<file path="src/rtl/des3_key_scheduler.sv">
// DES / Triple-DES round-key generator: walks the C/D halves through the 16-round
// shift schedule per stage and streams PC2 round keys over a valid/ready handshake.
module des3_key_scheduler (
    input  logic        clk,
    input  logic        rst,
    input  logic        start,
    input  logic        is_encrypt,
    input  logic        mode_3des,
    input  logic [0:55] key1,
    input  logic [0:55] key2,
    input  logic [0:55] key3,
    input  logic        round_ready,
    output logic [0:47] round_key,
    output logic        round_key_valid,
    output logic [3:0]  round_num,
    output logic [1:0]  stage,
    output logic        busy,
    output logic        done
);

    typedef enum logic [1:0] {
        IDLE = 2'd0,
        RUN  = 2'd1,
        DONE = 2'd2
    } state_t;

    // Zero-based PC2 source indices into the 56-bit {C,D} vector.
    localparam logic [5:0] PC2_IDX [0:47] = '{
        6'd13, 6'd16, 6'd10, 6'd23, 6'd0,  6'd4,  6'd2,  6'd27,
        6'd14, 6'd5,  6'd20, 6'd9,  6'd22, 6'd18, 6'd11, 6'd3,
        6'd25, 6'd7,  6'd15, 6'd6,  6'd26, 6'd19, 6'd12, 6'd1,
        6'd40, 6'd51, 6'd30, 6'd36, 6'd46, 6'd54, 6'd29, 6'd39,
        6'd50, 6'd44, 6'd32, 6'd47, 6'd43, 6'd48, 6'd38, 6'd55,
        6'd33, 6'd52, 6'd45, 6'd41, 6'd49, 6'd35, 6'd28, 6'd31
    };

    state_t      state_r, state_n_s;
    logic [0:55] cd_r, cd_n_s;
    logic [3:0]  round_r, round_n_s;
    logic [1:0]  stage_r, stage_n_s;
    logic [0:55] k1_r, k2_r, k3_r;
    logic        enc_r, mode_r;
    logic        last_stage_s;

    function automatic logic [0:27] rotl28(input logic [0:27] x, input logic [1:0] n);
        logic [0:27] r;
        if (n == 2'd2) r = {x[2:27], x[0:1]};
        else           r = {x[1:27], x[0]};
        return r;
    endfunction

    function automatic logic [0:27] rotr28(input logic [0:27] x, input logic [1:0] n);
        logic [0:27] r;
        if (n == 2'd2) r = {x[26:27], x[0:25]};
        else           r = {x[27], x[0:26]};
        return r;
    endfunction

    function automatic logic [1:0] shift_amt(input logic [3:0] rnd);
        logic [1:0] a;
        case (rnd)
            4'd0, 4'd1, 4'd8, 4'd15: a = 2'd1;
            default:                 a = 2'd2;
        endcase
        return a;
    endfunction

    // The middle stage of EDE runs in the opposite direction to the outer two.
    function automatic logic stage_dir(input logic [1:0] s, input logic enc, input logic m3);
        logic e;
        if (m3 && (s == 2'd1)) e = ~enc;
        else                   e = enc;
        return e;
    endfunction

    function automatic logic [0:55] stage_key(input logic [1:0] s, input logic enc, input logic m3,
                                              input logic [0:55] a, input logic [0:55] b,
                                              input logic [0:55] c);
        logic [0:55] k;
        if (!m3) begin
            k = a;
        end else begin
            case (s)
                2'd0:    k = enc ? a : c;
                2'd1:    k = b;
                default: k = enc ? c : a;
            endcase
        end
        return k;
    endfunction

    function automatic logic [0:55] load_cd(input logic [0:55] key, input logic dir_e);
        logic [0:55] r;
        if (dir_e) r = {rotl28(key[0:27], 2'd1), rotl28(key[28:55], 2'd1)};
        else       r = key;
        return r;
    endfunction

    function automatic logic [0:55] step_cd(input logic [0:55] cd, input logic dir_e,
                                            input logic [3:0] rnd);
        logic [0:55] r;
        logic [1:0]  amt;
        if (dir_e) begin
            amt = shift_amt(rnd + 4'd1);
            r   = {rotl28(cd[0:27], amt), rotl28(cd[28:55], amt)};
        end else begin
            amt = shift_amt(4'd15 - rnd);
            r   = {rotr28(cd[0:27], amt), rotr28(cd[28:55], amt)};
        end
        return r;
    endfunction

    function automatic logic [0:47] des_key_permutation2(input logic [0:55] cd);
        logic [0:47] k;
        for (int i = 0; i < 48; i++) k[i] = cd[PC2_IDX[i]];
        return k;
    endfunction

    assign last_stage_s = !mode_r || (stage_r == 2'd2);

    // Next-state and next C/D/round/stage logic.
    always_comb begin
        state_n_s = state_r;
        cd_n_s    = cd_r;
        round_n_s = round_r;
        stage_n_s = stage_r;
        case (state_r)
            IDLE: begin
                if (start) begin
                    state_n_s = RUN;
                    round_n_s = 4'd0;
                    stage_n_s = 2'd0;
                    cd_n_s    = load_cd(stage_key(2'd0, is_encrypt, mode_3des, key1, key2, key3),
                                        stage_dir(2'd0, is_encrypt, mode_3des));
                end else begin
                    state_n_s = IDLE;
                end
            end
            RUN: begin
                if (round_ready) begin
                    if (round_r != 4'd15) begin
                        round_n_s = round_r + 4'd1;
                        cd_n_s    = step_cd(cd_r, stage_dir(stage_r, enc_r, mode_r), round_r);
                    end else if (last_stage_s) begin
                        state_n_s = DONE;
                    end else begin
                        // Reload straight into the next stage so no bubble appears.
                        stage_n_s = stage_r + 2'd1;
                        round_n_s = 4'd0;
                        cd_n_s    = load_cd(stage_key(stage_r + 2'd1, enc_r, mode_r, k1_r, k2_r, k3_r),
                                            stage_dir(stage_r + 2'd1, enc_r, mode_r));
                    end
                end else begin
                    state_n_s = RUN;
                end
            end
            DONE: begin
                state_n_s = IDLE;
            end
            default: begin
                state_n_s = IDLE;
            end
        endcase
    end

    // State, schedule registers and key/mode latch.
    always_ff @(posedge clk) begin
        if (rst) begin
            state_r <= IDLE;
            cd_r    <= 56'd0;
            round_r <= 4'd0;
            stage_r <= 2'd0;
            k1_r    <= 56'd0;
            k2_r    <= 56'd0;
            k3_r    <= 56'd0;
            enc_r   <= 1'b0;
            mode_r  <= 1'b0;
        end else begin
            state_r <= state_n_s;
            cd_r    <= cd_n_s;
            round_r <= round_n_s;
            stage_r <= stage_n_s;
            if ((state_r == IDLE) && start) begin
                k1_r   <= key1;
                k2_r   <= key2;
                k3_r   <= key3;
                enc_r  <= is_encrypt;
                mode_r <= mode_3des;
            end
        end
    end

    assign round_key       = des_key_permutation2(cd_r);
    assign round_key_valid = (state_r == RUN);
    assign round_num       = round_r;
    assign stage           = stage_r;
    assign busy            = (state_r != IDLE);
    assign done            = (state_r == DONE);

endmodule

</file>
<file path="config.mk">
export PLATFORM = sky130hd
export DESIGN_NAME = des3_key_scheduler
export DESIGN_NICKNAME = d
export VERILOG_FILES = /design/src/rtl/des3_key_scheduler.sv
export SDC_FILE = /design/constraint.sdc
export NUM_CORES = 1
export LEC_CHECK = 0
export ABC_AREA = 1
export BUFFER_PORTS_ARGS = -buffer_cell sky130_fd_sc_hd__buf_2
export CAP_MARGIN = 20
export CORE_ASPECT_RATIO = 1.5
export CORE_UTILIZATION = 50
export CTS_BUF_LIST = sky130_fd_sc_hd__clkbuf_8
export DETAILED_ROUTE_END_ITERATION = 6
export PLACE_DENSITY = 0.71
export SLEW_MARGIN = 20
export SYNTH_ARGS = -nofsm -noshare
export SYNTH_HDL_FRONTEND = slang
export SYNTH_SLANG_ARGS = --single-unit
</file>
<file path="constraint.sdc">
create_clock -name clk -period 2.6 [get_ports clk]
set_clock_uncertainty 0.05 [all_clocks]
set_input_delay 0.26 -clock clk [delete_from_list [all_inputs] [get_ports clk]]
set_output_delay 0.26 -clock clk [all_outputs]
set_load 0.01 [all_outputs]
</file>
---- Word level (Yosys, flattened, before mapping) ----
Index checks and enable logic that the tools add are counted.
storage, ports and cells
  register bits after elaboration ......... 234
  input port bits ......................... 174
  output and inout port bits .............. 57
  word-level logic and storage cells ...... 104
cells by class
  add/subtract/negate cells ............... 3
  eq/ne operators ......................... 21
  multiplexer cells ....................... 54
  bitwise operators ....................... 1
  reduce and logical (&&, ||, !) cells .... 16
operator list
  kind                 count
  $mux 56              12
  $pmux 56 s2          2
  $mux 28              4
  $mux 2               17
  $eq 4x4->1 const B   4
  $mux 4               4
  $mux 1               12
  $eq 2x2->1 const B   4
  $eq 4x1->1 const B   2
  $logic_not 4->1      2
  $ne 2x2->1 const B   4
  $pmux 2 s2           2
  $pmux 4 s2           1
  $reduce_or 4->1      2
  $eq 2x1->1 const B   3
  $ne 3x2->1 const B   2
  $reduce_and 5->1     1
  $add 4x1->4 const B  1
  $logic_not 2->1      2
  $ne 4x4->1 const B   1
  $reduce_and 4->1     1
  $reduce_bool 2->1    2
  $sub 4x4->4 const A  1
  $logic_and 1x1->1    3
  other kinds (6)      6

---- Longest topological paths before layout ----
Gate-level depths: netlist of the first run.
  depth after elaboration ................. 16
  mapped depth ............................ 14
  mapped depth without buffers ............ 13

---- Worst setup path after synthesis of the first run ----
No wires, ideal clock.
  kind .................................... flip-flop to flip-flop
  start ................................... register stage_r[0], in the netlist stage[0]
  end ..................................... register cd_r[15] in the netlist's numbering
  setup time .............................. 117 ps
  arrival ................................. 1,815 ps
  data required time ...................... 2,433 ps
  setup slack ............................. 618 ps
  cell stages (with the launch flop) ...... 12
  buffers on the path ..................... 2
  period minus slack after synthesis ...... 1,982 ps
  cells stage by stage .................... dfxtp_1 > inv_1 > ha_1 > buf_2 > buf_1 > o211ai_1 > nand3_1 > nand3_1 > nand3_1 > nand2_1 > a21oi_1 > nor2_1
on the way
  cells in the longest elaborated chain, start to end .. 13
  elaborated cells on any way between the ends .. 27
  those cells by class .................... add/sub: 1; eq/ne: 4; mux: 17; reduce/logical: 5
ends and longest elaborated chain
  element                   line      source
  start: declaration        40        logic [1:0] stage_r, stage_n_s;
  start signal: assignment  182       stage_r <= stage_n_s;
  $add 2x1->2               150, 151
  $eq 2x1->1                71, 83
  $logic_and 1x1->1         71        if (m3 && (s == 2'd1)) e = ~enc;
  $mux 1                    71
  $mux 1                    144       end else if (last_stage_s) begin
  $mux 1                    141       if (round_r != 4'd15) begin
  $mux 1                    140       if (round_ready) begin
  $mux 1                    127       case (state_r)
  $mux 56                   94        if (dir_e) r = {rotl28(key[0:27], 2'd1), rotl28(key[28:55], 2'd1)};
  $mux 56                   144
  $mux 56                   141
  $mux 56                   140
  $pmux 56 s2               127
  end signal: assignment    180       cd_r <= cd_n_s;
  end: declaration          38        logic [0:55] cd_r, cd_n_s;
Parallel ways exist; a longest one is shown, timed or not. The select of a mux whose other input is x is not followed.
A chain may end at the register's enable or synchronous reset.

---- Worst setup path after layout of the first run ----
  start ................................... register round_r[0], in the netlist round_num[0]
  end ..................................... register cd_r[55] in the netlist's numbering
on the way
  cells in the longest elaborated chain, start to end .. 14
  elaborated cells on any way between the ends .. 33
  those cells by class .................... add/sub: 2; eq/ne: 10; mux: 16; reduce/logical: 5
ends and longest elaborated chain
  element                                            line      source
  start: declaration                                 39        logic [3:0] round_r, round_n_s;
  start signal: assignment                           181       round_r <= round_n_s;
  $sub 4x4->4 / $add 4x1->4 (equally long branches)  107, 104
  $eq 4x1->1, or another cell as far along           61        case (rnd)
  $reduce_or 4->1                                    61
  $mux 2                                             61
  $mux 2                                             103       if (dir_e) begin
  $mux 2                                             141
  $mux 2                                             140
  $mux 2                                             127
  $eq 2x2->1 (on tied branches)                      54, 47
  $mux 28 (on tied branches)                         54, 47
  $mux 56                                            103
  $mux 56                                            141
  $mux 56                                            140
  $pmux 56 s2                                        127
Parallel ways exist; a longest one is shown, timed or not. The select of a mux whose other input is x is not followed.

==> impl_metrics.toml, run 1 <==
[worst_setup_path]
path_class = "flop to flop"
r2r-end = "cd_r[55]$_SDFFE_PP0P_"
crit_buf_inv = 3
crit_path_end_kind = "flop"
path_delay_family = "simple AND/OR/NAND/NOR gates"
path_max_fanout = 35
r2r_cells = 14
crit_top_cell = "nand2_1"
cp_data_required_time_ns = 3.06
worstPathCellList = "ha_1 -> inv_2 -> nand2_1 -> nand2_1 -> nand2_1 -> nand3_4 -> nand2_4 -> buf_12 -> nand2_1 -> nand3_1 -> nand3_1 -> nand3_1 -> nand2_1 -> inv_1"
cpMaxStageDelayCell = "dfxtp_1"
critPathMaxStageDelay_ns = 0.47
ff2ff_setup_slack_ns = 0.23
worst_setup_path_start_kind = "flop"
r2r-start = "round_num[0]$_SDFFE_PP0P_"
worstPathArrival_ns = 2.83

[route]
drtAntennaViolNets = 0
post-route-drc-count = 0
wl_um = 63800
post_drt_wl_per_cell_um = 18.4
vias_per_cell = 5.93
drtIter0Drc = 2280
first_pass_iters = 6
vias = 20600

[cts]
cts-root-buf = "clkbuf_8"
clock_path_buffers = 3
post_cts_resized = 0
postCtsSetupRepairBufs = 0
numCtsBuffers = 38
clock_sinks = 234
cts-htree-levels = 2
cts_tree = "done"
clk_latency_ns = 0.57
clk_pin_slew_ns = 0.06

[sta]
final-hold-violation-count = 0
slew_viol_final = 0
setup_tns_ns = 0
min_period_over_period = 0.910
fmax_ghz = 0.423
fin_hold_ws_ns = 0.00311
relSlewSlack = 0.496
rsz0062_at_grt = "false"
setup_viol = 0
min_period_ns = 2.37
tightest_slew_ns = 0.757

[logic_synthesis]
yosysSeqAreaShare = 0.283
synth.yosys.warnings = 0
syn-num-nets = 3042
syn_inst = 2859
netlist_area_um2 = 16600
synth-seq-cells = 234
avgSynthCellArea_um2 = 5.79
synth_top_area_share = 0.283
ys_types = 30
yosys-top-cells-area = "dfxtp_1, nand2_1, nand3_1"
yosys.area.top_type = "dfxtp_1"

[floorplan]
start_util = 0.507
rows = 81
die_area_um2 = 33900
die_h_um = 225
die_w_um = 151
io_pins = 231
core_area_um2 = 32600

[global_routing]
grt_pass1_wl_um = 99900
grt_start_max_net_pins = 129
grt_usage = 0.374
grt_overflow = 0
antenna_found_initial = 0
grt_pass1_vias = 18600

[pwr]
cellPowerDensity_nw_per_um2 = 578
power_mw = 11.3
peakVddDrop_mv = 0.406
p_leak_nw = 9.32

[finish]
drive_above_1_share = 0.118
synthToLayoutAreaGrowth_pct = 17.6
diodes = 0
fin_nets = 3223
fin_area_um2 = 19500
fillerInstances = 3285

[placement]
place_area_um2 = 17500
port_buffers = 230
dpl.hpwl_um = 41800
gp_congestion = 0.947

[outcome]
status = "finished, final reports clean"

[min_path]
hp-class = "input port to flop"
hold_depth = 3
whs_endpoint = "k3_r[16]$_SDFFE_PP0P_"
hold_start = "key3[16]"

[flow_run]
cap_violations = 0
registers in the layout, summed over array words and instances, names as in the netlist:
register / count
cd_r: 56
enc_r: 1
k1_r: 56
k2_r: 56
k3_r: 56
mode_r: 1
round_num: 4
stage: 2
state_r: 2
synthesized netlist by cell type:
| cell | n |
|---|---|
| nor2_1 | 216 |
| o21ai_0 | 320 |
| clkbuf_2 | 1 |
| nor2_4 | 2 |
| a221oi_1 | 3 |
| inv_2 | 10 |
| buf_1 | 13 |
| nand4_1 | 2 |
| clkbuf_1 | 114 |
| nor3_1 | 1 |
| buf_2 | 75 |
| a31oi_1 | 1 |
| a211oi_1 | 5 |
| nand2_4 | 1 |
| xor2_1 | 1 |
| ha_1 | 9 |
| inv_1 | 226 |
| a22oi_1 | 1 |
| nand2_1 | 745 |
| xor2_2 | 1 |
| o21ai_1 | 16 |
| nand2_2 | 3 |
| dfxtp_1 | 234 |
| o2111ai_1 | 1 |
| o211ai_1 | 9 |
| nand3_4 | 1 |
| a21oi_1 | 349 |
| buf_4 | 67 |
| buf_6 | 8 |
| nand3_1 | 424 |
cells in the final DEF (no fill, tap or decap), types with 6 or more instances in the layout:
cell type	synthesis	routed
a21oi_1	349	349
buf_12	0	19
buf_2	75	230
buf_4	67	39
clkbuf_8	0	42
dfxtp_1	234	233
dlygate4sd3_1	0	131
ha_1	9	7
inv_1	226	235
inv_2	10	10
nand2_1	745	742
nand2_2	3	6
nand3_1	424	423
nor2_1	216	215
o211ai_1	9	9
o21ai_0	320	320
o21ai_1	16	16
where the power goes:
part           internal, mW  switching [mW]  total (mW)
combinational          1.40            2.69        4.09
clock                  1.45            1.53        2.98
sequential             3.92           0.265        4.19
total                  6.77            4.49        11.3
worst reg2reg max path, delay by kind of cell (launching register included):
kind | cells | cell delay, ns
simple gates | 10 | 1.16
flops | 1 | 0.47
buf+inv | 3 | 0.34
fa+ha+maj | 1 | 0.29
cells by family (layout without fill, tap and decap cells):
| kind of cell | Yosys count | after routing | synth area share |
|---|---|---|---|
| buf+inv | 514 | 711 | 0.141 |
| fa+ha+maj | 9 | 9 | 0.00680 |
| simple gates | 1395 | 1395 | 0.351 |
| flops | 234 | 234 | 0.283 |
| xor+xnor | 2 | 2 | 0.00151 |
| compound gates | 705 | 705 | 0.216 |
layer usage:
metal | share of wire | vias to the layer above | GRT usage | wire length, µm
li1 | - | 9651 | - | -
met5 | 0 | - | 0 | 0
met1 | 0.41 | 9426 | 0.517 | 26300
met4 | 0.046 | 0 | 0.167 | 2940
met3 | 0.11 | 218 | 0.0726 | 6950
met2 | 0.43 | 1281 | 0.558 | 27600
worst max-delay path by stage:
| stage | from | to | slack [ns] | cells past startpoint |
|---|---|---|---|---|
| after global placement | round_num[1]$_SDFFE_PP0P_ | cd_r[55]$_SDFFE_PP0P_ | 0.31 | 14 |
| after floorplan | stage[0]$_SDFFE_PP0P_ | cd_r[15]$_SDFFE_PP0P_ | 0.62 | 11 |
| after CTS | round_num[0]$_SDFFE_PP0P_ | cd_r[27]$_SDFFE_PP0P_ | 0.27 | 13 |
| after detailed placement | round_num[0]$_SDFFE_PP0P_ | cd_r[27]$_SDFFE_PP0P_ | 0.29 | 13 |
| after global routing | round_num[0]$_SDFFE_PP0P_ | cd_r[55]$_SDFFE_PP0P_ | 0.02 | 14 |
| final | round_num[0]$_SDFFE_PP0P_ | cd_r[55]$_SDFFE_PP0P_ | 0.23 | 14 |
cell type report:
type	count	area, µm²	share of cell area
multi-input cells	2111	9590	0.493
flip-flops and latches	234	4690	0.241
clock buffers	42	578	0.0297
well taps	415	519	0.0267
repair buffers	419	3140	0.161
inverters	236	895	0.0460
clock inverters	14	57.6	0.00296
timing repair:
| action | CTS | global route |
|---|---|---|
| setup endpoints to repair | 0 | 0 |
| hold endpoints to repair | 131 | 0 |
| hold buffers | 131 | 0 |
stage by stage:
step	std cells	worst slack, ns	utilization
final	3471	0.234	0.596
after global placement	3284	0.310	0.537
after CTS	3471	0.272	0.596
after floorplan	2859	0.618	-
after global routing	3471	0.0198	0.596
after detailed placement	3284	0.290	0.537
(Power assumes the default switching activity.)
==> run 2: changes to the inputs <==
--- a/config.mk
+++ b/config.mk
@@ -5,14 +5,13 @@
 export SDC_FILE = /design/constraint.sdc
 export NUM_CORES = 1
 export LEC_CHECK = 0
-export ABC_AREA = 1
 export BUFFER_PORTS_ARGS = -buffer_cell sky130_fd_sc_hd__buf_2
 export CAP_MARGIN = 20
 export CORE_ASPECT_RATIO = 1.5
 export CORE_UTILIZATION = 50
 export CTS_BUF_LIST = sky130_fd_sc_hd__clkbuf_8
 export DETAILED_ROUTE_END_ITERATION = 6
-export PLACE_DENSITY = 0.71
+export PLACE_DENSITY = 0.72
 export SLEW_MARGIN = 20
 export SYNTH_ARGS = -nofsm -noshare
 export SYNTH_HDL_FRONTEND = slang
==> impl_metrics.toml, run 2 <==
[outcome]
status = "finished, final reports clean"

[logic_synthesis]
syn-num-nets = 2199
avgSynthCellArea_um2 = 7.54
synth_common_cells = "nand2_1, a21oi_1, dfxtp_1, clkbuf_1, mux2i_1"
ys_async_sr_fraction = 0
synth_top_area_share = 0.308
yosys-top-cells-area = "dfxtp_1, a21oi_1, nand2_1"
synth.yosys.warnings = 0
synthFlopType = "dfxtp_1"
synth-seq-cells = 234
yosysMostFrequentCell = "nand2_1"
yosys.area.top_type = "dfxtp_1"
netlist_area_um2 = 15200
yosysSeqAreaShare = 0.308
synth_edf_count = 0
syn_inst = 2016
ys_types = 63

[sta]
setup_viol = 0
min_period_over_period = 0.940
min_period_ns = 2.44
final-hold-violation-count = 0
rsz0062_at_grt = "false"
fin_hold_ws_ns = 0.0532
tightest_slew_ns = 0.772
setup_ws_ns = 0.157
fmax_ghz = 0.409
relSlewSlack = 0.480
setup_tns_ns = 0
slew_viol_final = 0

[route]
drtAntennaViolNets = 0
wl_um = 59400
vias_per_cell = 6.49
vias = 17500
post-route-drc-count = 0
post_drt_wl_per_cell_um = 22.0
first_pass_iters = 6
drtIter0Drc = 2187

[min_path]
hp-class = "input port to flop"

[cts]
cts-htree-levels = 2
clock_sinks = 234
cts_tree = "done"
numCtsBuffers = 38
clk_pin_slew_ns = 0.06
clock_path_buffers = 3
cts-root-buf = "clkbuf_8"
clk_latency_ns = 0.60

[global_routing]
grt_overflow = 0
grt_start_max_net_pins = 139
grt_usage = 0.374
antenna_found_initial = 5
grt_pass1_wl_um = 91200
grt_pass1_vias = 16600

[worst_setup_path]
worst_setup_path_start_kind = "flop"
ff2ff_setup_slack_ns = 0.16
cp_data_required_time_ns = 3.00
path_class = "flop to flop"
path_max_fanout = 50
crit_path_end_kind = "flop"
worstPathArrival_ns = 2.84

[finish]
fin_util = 0.636
drive_above_1_share = 0.210
final_cell_mix = "nand2_1, a21oi_1, dfxtp_1"
fin_area_um2 = 18900
fillerInstances = 2635
synthToLayoutAreaGrowth_pct = 24.1
final_cells = 2695
final_common_cell = "nand2_1"
fin_nets = 2452

[floorplan]
die_area_um2 = 31100
rows = 77
die_w_um = 144
start_util = 0.512
core_area_um2 = 29700
io_pins = 231
die_h_um = 215

[pwr]
peakVddDrop_mv = 0.369
power_mw = 9.94
p_leak_nw = 7.80
cellPowerDensity_nw_per_um2 = 527

[placement]
gp_congestion = 0.934
place_area_um2 = 16400
port_buffers = 230
dpl.hpwl_um = 37800
post-place-ws_ns = 0.00205
dp_cells = 2454

[flow_run]
cap_violations = 0
-- run 2: cell count changes after synthesis, sizes merged, moves of 47 or more --
cell / before / now
nor2: 218 / 84
a21oi: 349 / 302
a311oi: 0 / 51
mux2i: 0 / 106
nor3: 1 / 73
inv: 236 / 7
mux2: 0 / 62
nand3: 425 / 52
nand2: 749 / 401
nand4: 2 / 51
o21ai: 336 / 107
-- run 2: layout make-up --
class	count	area, µm²	share of cell area
clock inverter	18	92.6	0.00491
tap	395	494	0.0262
clock buffer	48	661	0.0350
antenna	5	12.5	0.000663
sequential	234	4690	0.248
multi-input combinational	1519	9190	0.488
inverter	7	26.3	0.00139
timing repair buffer	469	3690	0.196
-- run 2: what timing repair did --
action / in CTS / in global routing
setup buffers: 0 / 0
resized for setup: 1 / 1
pin swaps: 0 / 1
setup endpoints to repair: 3 / 2
gates cloned: 0 / 1
hold endpoints to repair: 169 / 0
hold buffers: 169 / 0
-- run 2: path summary, 6_finish.rpt --
path                             start                    end  cells past startpoint
max reg2reg  round_num[0]$_SDFFE_PP0P_  cd_r[53]$_SDFFE_PP0P_                      8
max          round_num[0]$_SDFFE_PP0P_  cd_r[53]$_SDFFE_PP0P_                      8
min reg2reg       k2_r[8]$_SDFFE_PP0P_   k2_r[8]$_SDFFE_PP0P_                      2
min                                rst  k1_r[10]$_SDFFE_PP0P_                      2
-- run 2: logic make-up (layout without fill, tap and decap cells) --
kind of cell    after synthesis  count (layout)  synth area share
simple gates                700             700             0.203
compound gates              641             642             0.274
buf+inv                     264             542            0.0913
flops                       234             234             0.308
mux                         168             168             0.116
fa+ha+maj                     9               9           0.00741
other cells                   0               5                 0
-- run 2: worst max-delay path, cell delays in order (launching register included) --
cell and delay, ns:
dfxtp_1 0.44, inv_1 0.15, ha_1 0.28, a21oi_2 0.30, o21ai_2 0.11, buf_12 0.18
or4_1 0.50, nand4_1 0.16, a311oi_1 0.11
-- run 2: per-layer routing --
layer / vias to the layer above / global-route usage / wire, µm
li1: 7839 / - / -
met1: 8223 / 0.482 / 22900
met2: 1182 / 0.599 / 27600
met3: 252 / 0.0604 / 5880
met4: 0 / 0.185 / 2960
met5: - / 0 / 0
-- run 2: where the power goes --
part | internal, mW | switching, mW | total [mW] | leakage [nW]
logic | 1.08 | 1.46 | 2.54 | 5.44
clock network | 1.67 | 1.62 | 3.29 | 0.437
registers | 3.84 | 0.265 | 4.11 | 1.93
total | 6.60 | 3.34 | 9.94 | 7.80
